File: src/rtl/spi_master_rx_mc_if.sv
// -----------------------------------------------------------------------------
// spi_master_rx_mc_if
// Output word port between the SPI receive engine and the RX FIFO.
//
// Handshake: the producer raises data_valid with data/data_last and holds all
// three stable until a cycle where data_valid & data_ready are both high; the
// word transfers in exactly that cycle. data_ready may toggle freely.
//
// Signals:
//   data       [DATA_WIDTH] received word (partial words right-aligned)
//   data_valid             word present
//   data_ready             consumer accepts the word this cycle
//   data_last              word is the final one of the transfer
// Modports: master (receive engine), slave (FIFO side / testbench).
// -----------------------------------------------------------------------------
interface spi_master_rx_mc_if #(
    parameter int DATA_WIDTH = 32
);
    logic [DATA_WIDTH-1:0] data;
    logic                  data_valid;
    logic                  data_ready;
    logic                  data_last;

    modport master (output data, output data_valid, output data_last, input data_ready);
    modport slave  (input data, input data_valid, input data_last, output data_ready);
endinterface

File: src/rtl/spi_master_rx_mc.sv
// -----------------------------------------------------------------------------
// spi_master_rx_mc
// Multi-lane SPI receive engine. Samples 1, 2 or 4 SDI lanes on each rx_edge
// strobe, packs them MSB- or LSB-first into DATA_WIDTH-bit words and hands the
// words to the RX FIFO through a one-entry registered output. When a word
// completes while the output register is still occupied, the SPI clock is
// stalled via clk_en_o until the word can be stored.
//
// Ports:
//   clk, rstn        system clock, asynchronous active-low reset
//   en               start request (IDLE only)
//   rx_edge          one-cycle SPI sampling strobe (RECEIVE only)
//   sdi[3:0]         data lanes
//   mode[1:0]        00 single, 01 dual, 10 quad, 11 single
//   lsb_first        bit order of the packed word
//   counter_in       total bit count, loaded by counter_in_upd in IDLE
//   fifo             output word port (master modport)
//   rx_done          one-cycle pulse the cycle after the final word loads
//   clk_en_o         SPI clock enable
//   state[1:0]       FSM state for observation: 0 IDLE, 1 RECEIVE, 2 WAIT_OUT
// -----------------------------------------------------------------------------
module spi_master_rx_mc #(
    parameter int DATA_WIDTH = 32,
    parameter int CNT_WIDTH  = 16
) (
    input  logic                 clk,
    input  logic                 rstn,
    input  logic                 en,
    input  logic                 rx_edge,
    input  logic [3:0]           sdi,
    input  logic [1:0]           mode,
    input  logic                 lsb_first,
    input  logic [CNT_WIDTH-1:0] counter_in,
    input  logic                 counter_in_upd,
    spi_master_rx_mc_if.master   fifo,
    output logic                 rx_done,
    output logic                 clk_en_o,
    output logic [1:0]           state
);
    localparam int WCW = $clog2(DATA_WIDTH + 1);

    typedef enum logic [1:0] {
        IDLE     = 2'd0,
        RECEIVE  = 2'd1,
        WAIT_OUT = 2'd2
    } state_t;

    state_t               st;
    logic [1:0]           lane_log2;     // log2 of active lane count, latched at start
    logic                 lsb_q;
    logic [CNT_WIDTH-1:0] nbits;
    logic [CNT_WIDTH-1:0] edge_cnt;
    logic [CNT_WIDTH+1:0] edge_target;
    logic [WCW-1:0]       word_cnt;
    logic [DATA_WIDTH-1:0] sr;
    logic                 held_last;

    logic [1:0]           start_log2;
    logic [CNT_WIDTH+1:0] round_add;
    logic [CNT_WIDTH+1:0] start_target;
    logic [CNT_WIDTH-1:0] edge_cnt_nx;
    logic [WCW-1:0]       word_cnt_nx;
    logic [WCW-1:0]       word_edges;
    logic [WCW-1:0]       word_bits;
    logic [WCW-1:0]       align_shift;
    logic [DATA_WIDTH-1:0] sr_nx;
    logic [DATA_WIDTH-1:0] word;
    logic                 final_edge;
    logic                 word_done;
    logic                 can_load;
    logic                 stall;

    // Edge target for the transfer about to start: ceil(nbits / L), computed
    // two bits wider than the counter so the rounding add cannot overflow.
    always_comb begin
        start_log2 = 2'd0;
        case (mode)
            2'b01:   start_log2 = 2'd1;
            2'b10:   start_log2 = 2'd2;
            default: start_log2 = 2'd0;
        endcase
        round_add    = ((CNT_WIDTH+2)'(1) << start_log2) - (CNT_WIDTH+2)'(1);
        start_target = ({2'b00, nbits} + round_add) >> start_log2;
    end

    always_comb begin
        sr_nx = sr;
        case (lane_log2)
            2'd1:    sr_nx = lsb_q ? {sdi[1:0], sr[DATA_WIDTH-1:2]} : {sr[DATA_WIDTH-3:0], sdi[1:0]};
            2'd2:    sr_nx = lsb_q ? {sdi[3:0], sr[DATA_WIDTH-1:4]} : {sr[DATA_WIDTH-5:0], sdi[3:0]};
            default: sr_nx = lsb_q ? {sdi[0], sr[DATA_WIDTH-1:1]}   : {sr[DATA_WIDTH-2:0], sdi[0]};
        endcase

        edge_cnt_nx = edge_cnt + CNT_WIDTH'(1);
        word_cnt_nx = word_cnt + WCW'(1);
        word_edges  = WCW'(DATA_WIDTH >> lane_log2);
        word_bits   = word_cnt_nx << lane_log2;
        align_shift = WCW'(DATA_WIDTH) - word_bits;

        final_edge = ({2'b00, edge_cnt_nx} == edge_target);
        word_done  = final_edge || (word_cnt_nx == word_edges);

        // LSB-first groups enter at the top, so a short final word must be
        // moved down to bit 0. MSB-first words already sit right-aligned.
        word = lsb_q ? (sr_nx >> align_shift) : sr_nx;

        can_load = !fifo.data_valid || fifo.data_ready;
        stall    = (st == RECEIVE) && rx_edge && word_done && !can_load;
        clk_en_o = (st == RECEIVE) && !stall;
    end

    assign state = st;

    always_ff @(posedge clk or negedge rstn) begin
        if (!rstn) begin
            st              <= IDLE;
            lane_log2       <= 2'd0;
            lsb_q           <= 1'b0;
            nbits           <= CNT_WIDTH'(8);
            edge_cnt        <= '0;
            edge_target     <= '0;
            word_cnt        <= '0;
            sr              <= '0;
            held_last       <= 1'b0;
            fifo.data       <= '0;
            fifo.data_valid <= 1'b0;
            fifo.data_last  <= 1'b0;
            rx_done         <= 1'b0;
        end else begin
            rx_done <= 1'b0;

            // Consumer took the word; any load below overrides this.
            if (fifo.data_valid && fifo.data_ready) begin
                fifo.data_valid <= 1'b0;
            end

            case (st)
                IDLE: begin
                    if (counter_in_upd) begin
                        nbits <= counter_in;
                    end
                    if (en && (nbits != '0)) begin
                        st          <= RECEIVE;
                        lane_log2   <= start_log2;
                        lsb_q       <= lsb_first;
                        edge_target <= start_target;
                        edge_cnt    <= '0;
                        word_cnt    <= '0;
                        sr          <= '0;
                    end
                end

                RECEIVE: begin
                    if (rx_edge) begin
                        edge_cnt <= edge_cnt_nx;
                        if (word_done) begin
                            word_cnt <= '0;
                            if (can_load) begin
                                fifo.data       <= word;
                                fifo.data_valid <= 1'b1;
                                fifo.data_last  <= final_edge;
                                rx_done         <= final_edge;
                                sr              <= '0;
                                if (final_edge) begin
                                    st <= IDLE;
                                end
                            end else begin
                                // Park the aligned word until the output frees.
                                sr        <= word;
                                held_last <= final_edge;
                                st        <= WAIT_OUT;
                            end
                        end else begin
                            word_cnt <= word_cnt_nx;
                            sr       <= sr_nx;
                        end
                    end
                end

                WAIT_OUT: begin
                    if (can_load) begin
                        fifo.data       <= sr;
                        fifo.data_valid <= 1'b1;
                        fifo.data_last  <= held_last;
                        rx_done         <= held_last;
                        sr              <= '0;
                        st              <= held_last ? IDLE : RECEIVE;
                    end
                end

                default: st <= IDLE;
            endcase
        end
    end
endmodule

File: src/flat_wrapper.sv
// flat-port wrapper written by rule: the top's interface ports become plain ports
module spi_master_rx_mc_flat 
#(
    parameter int DATA_WIDTH = 32,
    parameter int CNT_WIDTH  = 16
)
  (clk, rstn, en, rx_edge, sdi, mode, lsb_first, counter_in, counter_in_upd, rx_done, clk_en_o, state, fifo_data, fifo_data_valid, fifo_data_last, fifo_data_ready);
  spi_master_rx_mc_if #(.DATA_WIDTH(DATA_WIDTH)) fifo_i ();
  input  logic clk;
  input  logic rstn;
  input  logic en;
  input  logic rx_edge;
  input  logic [3:0] sdi;
  input  logic [1:0] mode;
  input  logic lsb_first;
  input  logic [CNT_WIDTH-1:0] counter_in;
  input  logic counter_in_upd;
  output logic rx_done;
  output logic clk_en_o;
  output logic [1:0] state;
  output wire logic [$bits(fifo_i.data)-1:0] fifo_data;
  output wire logic [$bits(fifo_i.data_valid)-1:0] fifo_data_valid;
  output wire logic [$bits(fifo_i.data_last)-1:0] fifo_data_last;
  input wire logic [$bits(fifo_i.data_ready)-1:0] fifo_data_ready;
  assign fifo_data = fifo_i.data;
  assign fifo_data_valid = fifo_i.data_valid;
  assign fifo_data_last = fifo_i.data_last;
  assign fifo_i.data_ready = fifo_data_ready;
  spi_master_rx_mc #(.DATA_WIDTH(DATA_WIDTH), .CNT_WIDTH(CNT_WIDTH)) u_core (.clk(clk), .rstn(rstn), .en(en), .rx_edge(rx_edge), .sdi(sdi), .mode(mode), .lsb_first(lsb_first), .counter_in(counter_in), .counter_in_upd(counter_in_upd), .fifo(fifo_i), .rx_done(rx_done), .clk_en_o(clk_en_o), .state(state));
endmodule
File: config.mk
export PLATFORM = sky130hd
export DESIGN_NAME = spi_master_rx_mc_flat
export DESIGN_NICKNAME = d
export VERILOG_FILES = /design/src/rtl/spi_master_rx_mc_if.sv /design/src/rtl/spi_master_rx_mc.sv /design/src/flat_wrapper.sv
export SDC_FILE = /design/constraint.sdc
export NUM_CORES = 1
export LEC_CHECK = 0
export ABC_CLOCK_PERIOD_IN_PS = 4840
export CORE_UTILIZATION = 26
export DETAILED_ROUTE_END_ITERATION = 7
export GPL_TIMING_DRIVEN = 1
export SLEW_MARGIN = 25
export SYNTH_ARGS = -nofsm -noshare
export SYNTH_HDL_FRONTEND = slang
export SYNTH_SLANG_ARGS = --single-unit
File: constraint.sdc
create_clock -name clk -period 4.84 [get_ports clk]
set_input_delay 0.484 -clock clk [delete_from_list [all_inputs] [get_ports clk]]
set_output_delay 0.484 -clock clk [all_outputs]
set_load 0.01 [all_outputs]
==> results of run 1 <==
==> cell usage after synthesis (5+ instances only) <==
cell       count  area share (%)
and3_1        15            0.80
xnor2_1       30             2.2
a21oi_1      112             4.8
buf_1          6            0.19
clkbuf_1      67             2.1
mux2_2        57             5.5
a31oi_1       10            0.53
o21ai_1        9            0.38
buf_6          5            0.48
a222oi_1      10            0.85
or3_1         21             1.1
a221o_1        5            0.43
mux2i_1       96             8.2
xor2_1        12            0.89
o21a_1         7            0.45
nand2b_1      28             1.5
nor3b_1        5            0.32
a22oi_1       10            0.64
nor3_1        21            0.89
a221oi_1      14             1.0
mux2_4         6            0.77
ha_1          40             4.3
a21o_1         7            0.45
o22ai_1       20             1.1
nand2_1      125             4.0
nor2b_1       13            0.69
mux4_2        22             4.2
nand4_1        9            0.48
and2_1        25             1.3
buf_2         23            0.98
o21ai_0       88             3.7
or2_2          6            0.32
nand3_1       30             1.3
o31ai_1       16             1.0
o211ai_1      10            0.64
o2bb2ai_1      8            0.60
dfrtp_1      128              27
nor2_1       119             3.8
inv_1         45             1.4
a22o_1         6            0.45
==> layout make-up <==
cell class / count / area [um2] / area share [%]
multi-input combinational: 1107 / 7910 / 57.4
tap: 592 / 741 / 5.38
antenna: 1 / 2.50 / 0.0182
inverter: 47 / 176 / 1.28
timing repair buffer: 125 / 1130 / 8.20
sequential: 129 / 3230 / 23.5
clock buffer: 19 / 443 / 3.22
clock inverter: 13 / 136 / 0.990
==> metal layers <==
metal	vias to the layer above	share of wire (%)
met1	5432	42
li1	5205	-
met3	102	6.6
met4	2	3.4
met5	-	0.030
met2	481	48
==> timing repair <==
action                     in CTS  in global routing
resized for setup               0                  1
setup endpoints to repair       0                  1
hold endpoints to repair        0                  0
setup buffers                   0                  0
==> how the worst max path moves through the flow <==
stage,slack (ps),end,cells past startpoint
4_1_cts,100,clk_en_o,11
6_report,240,u_core.fifo.data[15],15
5_1_grt,20,u_core.sr[15],15
2_1_floorplan,360,u_core.fifo.data[7],18
3_5_place_dp,260,u_core.fifo.data[15],15
3_3_place_gp,340,u_core.fifo.data[15],15
==> per-stage QoR <==
step | setup slack [ps] | instances
6_report | 238 | 2033
3_3_place_gp | 335 | 2000
4_1_cts | 102 | 2032
5_1_grt | 15.3 | 2032
2_1_floorplan | 356 | 1387
3_5_place_dp | 264 | 2000
==> critical path, stage by stage (launching register included) <==
cell and delay, ps:
dfrtp_1 410, ha_1 400, nor2b_1 180, o21ai_0 160
ha_1 320, or4bb_1 530, o2111a_1 230, nand2_4 220
buf_4 200, mux2_2 350, mux4_2 500, nand2_1 90
nand2_1 50, a222oi_1 540, buf_4 220, o21ai_0 60
==> kinds of logic after synthesis <==
logic type	Yosys count	synth area share, %
adders and majority gates	41	4.43
DFF	129	27.5
AOI/OAI and AO/OA	399	22.2
muxes	181	18.6
and+or+nand+nor	442	18.3
xor gates and xnor gates	44	3.46
buffers and inverters	151	5.48
==> flip-flops by register name (all words and copies together), names as in the netlist, 2 cells and up <==
| name | count |
|---|---|
| u_core.fifo.data | 32 |
| u_core.edge_target | 18 |
| u_core.nbits | 16 |
| u_core.word_cnt | 6 |
| u_core.edge_cnt | 16 |
| u_core.lane_log2 | 2 |
| u_core.sr | 32 |
| u_core.state | 2 |
==> impl_results.md, run 1 <==
- Outcome: complete, no violations
- Die width: 215 um
- Antenna Nets Post-Route: 0
- Pin count of the biggest net entering global routing: 94
- Worst Path Max Fanout: 16
- Period utilization: 95.1%
- Worst r2r src: u_core.word_cnt[1]
- Post-DP HPWL: 30000 um
- Die H: 215 um
- Initial Util: 26.5%
- Worst r2r path cells: 15
- Num Clock Sinks: 129
- Hold_buf cts: 0
- Setup tns final: 0 ps
- Yosys cell types: 93
- Worst hold slack: 119 ps
- CP startpoint: u_core.word_cnt[1]
- Final Skew: 14.1 ps
- Synth Warn #: 0
- DRT Pass-1 Iters: 6
- Worst hold path type: input port to asynchronous set/reset pin
- Post-Synthesis Cell Area: 11800 um2
- Utilization after layout: 31.0%
- Fin nets: 1497
- CP required: 5150 ps
- Post-synthesis cell count: 1387
- Routing usage on met1: 22.3%
- Max Slew Vio Count: 0
- Async SR Flop Fraction: 100%
- Worst R2R End: u_core.fifo.data[15]
- H-tree levels: 4
- CTS tree: done
- Unrepaired setup endpoints after global routing: no
- Commonest non-fill, non-tap cells in the layout: 127 x dfrtp_1, 125 x nand2_1, 118 x nor2_1
- Fmax: 217 MHz
- Inserted Clock Buffers: 17
- Number of fill cells: 4700
- Design Area, Final: 13800 um2
- Crit path capture type: flip-flop
- Register bit count reported by yosys: 129
- Clk_lat worst skew: 450 ps
- Clock transition at the registers of the reported paths: 60 ps
- MaxCap Viol Count: 0
- Slew HR: 31.2%
- GRT Total Usage: 17.5%
- Ratio of cells with drive above 1 in the final layout: 14.6%
- Syn nets: 1457
- Vias in the first global route: 10800
- # DRC: 0
- Avg WL per Cell: 19.8 um
- Core area: 44400 um2
- Final setup fails: 0
- Dpl cell area: 13200 um2
- Most frequently used flop master after synthesis: dfrtp_1
- Site row count: 77
- Met2 GRT Util: 28.8%
- Sequential share of the synthesized area: 27.5%
- IO Pins: 67
- Most Crowded Layer GR: met2
- CTS Buffer Depth: 2
- M3 GR Usage: 3.43%
- Final hold violation count: 0
- Die area: 46100 um2
- First-pass GRT wire length: 63400 um
- GP Congestion: 1.01
- Number of DRC markers in iteration 0: 1051
- GRT overflow: 0
- Min cycle time layout: 4600 ps
- Area Growth Syn to Fin: 17.2%
- Vias per cell: 5.52
- Post-synth EDFFs: 0
- Worst-Margin Slew: 1030 ps
- Startpoint types: flip-flop
- Initial antenna violation count: 2
- Syn avg cell area: 8.48 um2
- CP arrival: 4910 ps
- Reg2Reg Setup Slack: 240 ps
- Via count: 11200
- CTS Root Cell: clkbuf_16
- Most common cell after layout, fill and taps aside: dfrtp_1
- Critical path class: flip-flop to flip-flop
- Final wirelength: 40300 um
- Port-buffer cells: 66
Power of run 1 is left out: the tool's default activity adds up to more than one toggle a clock period on the data nets, which glitch-free logic cannot reach.
==> inputs of run 2 (changes only) <==
Settings changed: ABC_AREA from default to 1.
==> impl_results.md, run 2 <==
- Core area: 44500 um2 (+0.22%)
- Final wirelength: 41800 um (+3.7%)
- Critical Path Max Stage Delay: 510 ps (-30 ps)
- GRT overflow: 0 (unchanged)
- Die area: 46200 um2 (+0.27%)
- Final Skew: 13.8 ps (-0.325 ps)
- Fmax: 236 MHz (+8.4%)
- Post-synth EDFFs: 0 (unchanged)
- # DRC: 0 (unchanged)
- Most frequently used flop master after synthesis: dfrtp_1
- Hold_buf cts: 0 (unchanged)
- CTS Root Cell: clkbuf_16
- Pre-CTS setup slack: 690 ps (+426 ps)
- Crit-path slowest cell: dfrtp_1
- Area Growth Syn to Fin: 15.6%
- Post-CTS setup buffer count: 0 (unchanged)
- CP required: 4360 ps (-790 ps)
- Post-route setup slack: 596 ps (+358 ps)
- Count leader, synth: nand2_1
- Slew HR: 31.3% (+0.092 points)
- Avg WL per Cell: 16.1 um (-19%)
- GRT Total Usage: 18.2% (+0.76 points)
- Outcome: complete, no violations
- Worst hold path type: flip-flop to flip-flop
- Post-synthesis cell count: 1980 (+43%)
- Async SR Flop Fraction: 100% (unchanged)
- MaxCap Viol Count: 0 (unchanged)
- Critical path cell sequence: inv_2 > ha_1 > buf_4 > xor2_1 > o2111ai_1 > nor2_1 > inv_1 > nand2_1 > nand2_1 > nor2_1 > nor2_1 > clkdlybuf4s50_1
- Num Clock Sinks: 129 (unchanged)
- Yosys cell types: 49 (-47%)
- Post-synth top cells: 804 x nand2_1, 401 x nand3_1, 180 x inv_1
- Inserted Clock Buffers: 17 (unchanged)
- Number of DRC markers in iteration 0: 1415 (+35%)
- DRT Pass-1 Iters: 6 (unchanged)
- Vias in the first global route: 12600 (+17%)
- Post-cts sizing count: 0 (unchanged)
- Worst-Margin Slew: 1030 ps (-3.88 ps)
- Max Slew Vio Count: 0 (unchanged)
- Setup tns final: 0 ps (unchanged)
- Post-Synthesis Cell Area: 11800 um2 (+0.27%)
- Die H: 215 um (+0.13%)
- Ratio of cells with drive above 1 in the final layout: 4.58% (-10 points)
- Clk_lat worst skew: 450 ps (about the same)
- Final setup fails: 0 (unchanged)
- Utilization after layout: 30.6% (-0.38 points)
- Area leader, netlist: dfrtp_1
- Syn nets: 2050 (+41%)
- Final hold violation count: 0 (unchanged)
- Syn avg cell area: 5.95 um2 (-30%)
- Most common cell after layout, fill and taps aside: nand2_1
- Critical path class: flip-flop to output pin
- Min cycle time layout: 4240 ps (-358 ps)
- IO Pins: 67 (unchanged)
- Post-synth top area share: 27.2% (-0.072 points)
- H-tree levels: 4 (unchanged)
- Port-buffer cells: 66 (unchanged)
- CTS Buffer Depth: 2 (unchanged)
- Crit path capture type: output pin
- CTS tree: done
- Initial antenna violation count: 1 (-1)
- Worst Path Max Fanout: 33 (+17)
- Initial Util: 26.5% (about the same)
- Antenna Nets Post-Route: 0 (unchanged)
- Most frequent CP cell: nor2_1
- Via count: 13200 (+18%)
- Register bit count reported by yosys: 129 (unchanged)
- Diodes inserted: 0 (-1)
- Die width: 215 um (+0.13%)
- Site row count: 77 (unchanged)
- Period utilization: 87.7% (-7.4 points)
- Pin count of the biggest net entering global routing: 96 (+2.1%)
- First-pass GRT wire length: 67700 um (+6.7%)
- Clock transition at the registers of the reported paths: 70 ps (about the same)
- CP arrival: 3760 ps (-1150 ps)
- Vias per cell: 5.09 (-7.7%)
- Commonest non-fill, non-tap cells in the layout: 803 x nand2_1, 401 x nand3_1, 177 x inv_1
- GP Congestion: 0.953 (-5.8%)
- Fin nets: 2066 (+38%)
- Ranking of synthesized cells by area: dfrtp_1 27%, nand2_1 26%, nand3_1 17%
- Largest regs: u_core.fifo.data: 32 flops, u_core.sr: 32 flops, u_core.edge_target: 18 flops
- Sequential share of the synthesized area: 27.4% (-0.073 points)
- Startpoint types: flip-flop
- Post-DP HPWL: 30600 um (+2.1%)
- Synth Warn #: 0 (unchanged)
- Post-Place Cells: 2567 (+28%)
- Fin cells: 2601 (+28%)
- Unrepaired setup endpoints after global routing: no
==> run 2: cell types whose count changed in the layout (fill, tap and decap cells not counted), sizes merged, moves of 27 or more <==
cell	change
buf	-38
nor2	-34
mux2	-62
nand3	+372
a21oi	-59
nand2	+682
xnor2	-27
nand2b	-28
o21ai	-35
mux2i	-93
inv	+142
==> run 2: cell type report <==
class                      instances  area, um2
sequential                       129       3230
timing repair buffer              88        850
clock buffer                      19        443
tap                              592        741
clock inverter                    13        224
multi-input combinational       1569       7430
inverter                         191        718
fill                            4950      30900
==> run 2: path summary, 6_finish.rpt <==
check / startpoint / cells after the start / to / slack [ps]
worst min-delay path: u_core.fifo.data[14] / 2 / u_core.fifo.data[14] / 490
worst min register to register: u_core.fifo.data[14] / 2 / u_core.fifo.data[14] / 490
worst max-delay path: u_core.lane_log2[0] / 12 / clk_en_o / 600
max in group asynchronous: rstn / 3 / u_core.sr[2] / 3470
min in group asynchronous: rstn / 2 / u_core.fifo.data[29] / 530
worst max register to register: u_core.word_cnt[0] / 14 / u_core.sr[3] / 850
==> run 2: per-stage QoR <==
stage               hold WS [ps]  area (um2)
global route                 521       13600
global placement             468       12900
finish                       485       13600
CTS                          166       13600
floorplan                    188       11800
detailed placement           465       12900
==> run 2: logic make-up after synthesis <==
kind of cell | count (synthesis) | synth area share, %
mux | 4 | 0.350
simple gates | 1345 | 49.0
xor+xnor | 17 | 1.26
compound gates | 162 | 7.91
fa+ha+maj | 41 | 4.42
flops | 129 | 27.4
buf+inv | 282 | 9.70
==> run 2: critical path: cells and delay by family (launching register included) <==
| kind | cells | cell delay (ps) |
|---|---|---|
| adder cells (fa/ha/maj) | 1 | 170 |
| XOR/XNOR | 1 | 190 |
| AO/OA/AOI/OAI | 1 | 130 |
| buffers and inverters | 4 | 1390 |
| AND/OR/NAND/NOR | 5 | 910 |
| flip-flops | 1 | 510 |
==> run 2: metal layers <==
metal / vias to the layer above / track usage (%) / part of all wire, %
met5: - / 0 / 0
met2: 497 / 30.1 / 47
met1: 6212 / 23.8 / 44
met3: 63 / 3.33 / 6.8
met4: 0 / 6.10 / 2.3
li1: 6473 / - / -
Power of run 2 is left out for the same reason.
==> inputs of run 3 (changes only) <==
Settings changed: CORE_MARGIN from default to 2.
==> impl_results.md, run 3 (synthesis gave the netlist of run 2 again) <==
- Num Clock Sinks: 129 (unchanged)
- Max Slew Vio Count: 0 (unchanged)
- Setup tns final: 0 ps (unchanged)
- MaxCap Viol Count: 0 (unchanged)
- Post-CTS setup buffer count: 0 (unchanged)
- Met3 WL: 2240 um (-21%)
- Crit path capture type: output pin
- Die width: 217 um (+0.93%)
- Via count: 13100 (-1.4%)
- Worst hold path type: input port to asynchronous set/reset pin
- Fmax: 238 MHz (+1.2%)
- Vias per cell: 5.02 (-1.5%)
- Inserted Clock Buffers: 17 (unchanged)
- IO Pins: 67 (unchanged)
- Clk_lat worst skew: 440 ps (about the same)
- Utilization after layout: 29.9% (-0.71 points)
- Initial Util: 26.1% (-0.34 points)
- Port-buffer cells: 66 (unchanged)
- Slew HR: 28.3% (-3.0 points)
- DR top layer: met4
- Design Area, Final: 13500 um2 (-1.0%)
- Site row count: 78 (+1.3%)
- GRT overflow: 0 (unchanged)
- Hold_buf cts: 0 (unchanged)
- Final wirelength: 42000 um (+0.43%)
- Post-cts sizing count: 0 (unchanged)
- CP required: 4360 ps (about the same)
- CP arrival: 3710 ps (-50 ps)
- First-pass GRT wire length: 67900 um (+0.36%)
- # DRC: 0 (unchanged)
- Startpoint types: flip-flop
- WL met1: 18700 um (+1.7%)
- Min cycle time layout: 4190 ps (-50.2 ps)
- Most common cell after layout, fill and taps aside: nand2_1
- H-tree levels: 4 (unchanged)
- GRT Total Usage: 18.1% (-0.15 points)
- GP Congestion: 0.951 (-0.29%)
- Antenna Nets Post-Route: 0 (unchanged)
- DRT Pass-1 Iters: 5 (-1)
- Worst-Margin Slew: 1070 ps (+40.5 ps)
- Vias in the first global route: 12400 (-1.2%)
- Number of DRC markers in iteration 0: 1528 (+8.0%)
- Final setup fails: 0 (unchanged)
- Worst Path Max Fanout: 11 (-67%)
- Post-DP HPWL: 31300 um (+2.4%)
- Pin count of the biggest net entering global routing: 92 (-4.2%)
- Period utilization: 86.7% (-1.0 points)
- Area Growth Syn to Fin: 14.4%
- Critical path class: flip-flop to output pin
- Ratio of cells with drive above 1 in the final layout: 4.34% (-0.24 points)
- Diodes inserted: 0 (unchanged)
- Core area: 45100 um2 (+1.3%)
- CTS Buffer Depth: 2 (unchanged)
- Number of fill cells: 5034 (+1.7%)
- Clock transition at the registers of the reported paths: 70 ps (about the same)
- Die area: 47100 um2 (+1.9%)
- Metal2 WL: 19800 um (+1.0%)
- Unrepaired setup endpoints after global routing: no
- Commonest non-fill, non-tap cells in the layout: 803 x nand2_1, 401 x nand3_1, 177 x inv_1
- Fin nets: 2061 (-0.24%)
- Final Skew: 10.8 ps (-2.96 ps)
- Final hold violation count: 0 (unchanged)
- Outcome: complete, no violations
- Dpl cell area: 12900 um2 (about the same)
- CTS tree: done
- Avg WL per Cell: 16.1 um (+0.36%)
- CTS Root Cell: clkbuf_16
- Die H: 217 um (+0.93%)
- Initial antenna violation count: 0 (-1)
- Largest regs: u_core.fifo.data: 32 flops, u_core.sr: 32 flops, u_core.edge_target: 18 flops
-- run 3: cell types whose count changed in the layout (fill, tap and decap cells not counted), sizes merged --
cell and change:
clkinv +1, inv -2, buf -4, bufinv -3
clkinvlp +3, dlygate4sd3 -1
-- run 3: layout make-up --
type,count,area [um2],share of cell area (%)
clock buffers,19,443,3.28
clock inverters,12,131,0.974
inverters,191,718,5.32
multi-input cells,1569,7430,55.1
flip-flops and latches,129,3230,23.9
well taps,600,751,5.57
repair buffers,83,790,5.85
-- run 3: through the flow --
stage                     std cells  worst slack, ps  hold WS [ps]
after floorplan                1980             1590           188
after global placement         2572              567           470
final                          2603              646           127
after CTS                      2603              627           177
after detailed placement       2572              530           473
after global routing           2603              326           193
-- run 3: final timing paths --
kind	start	to	slack, ps	cells past startpoint
max	u_core.edge_cnt[0]	clk_en_o	650	17
min	rstn	u_core.nbits[0]	130	1
max reg2reg	u_core.word_cnt[0]	u_core.fifo.data[26]	820	14
min reg2reg	u_core.fifo.data[3]	u_core.fifo.data[3]	480	2
max in group asynchronous	rstn	u_core.word_cnt[3]	3570	2
min in group clk	u_core.fifo.data[3]	u_core.fifo.data[3]	480	2
-- run 3: per-layer routing --
layer	vias to the layer above	global-route usage, %
li1	6453	-
met1	6082	23.6
met2	458	30.1
met3	68	2.85
met4	0	6.46
met5	-	0
-- run 3: critical path: stages, from the launching register on --
cell	delay [ps]
dfrtp_1	450
ha_1	250
inv_1	110
nor2_4	230
nand2_1	100
nand2_1	90
nand2_1	70
nand2_1	60
nand2_1	90
nor2_1	120
nand3_1	90
nor2_1	90
nand3_1	440
nand2_1	280
nand2_1	80
nor2_1	170
nor2_1	70
clkdlybuf4s50_1	480
Power of run 3 is left out for the same reason.
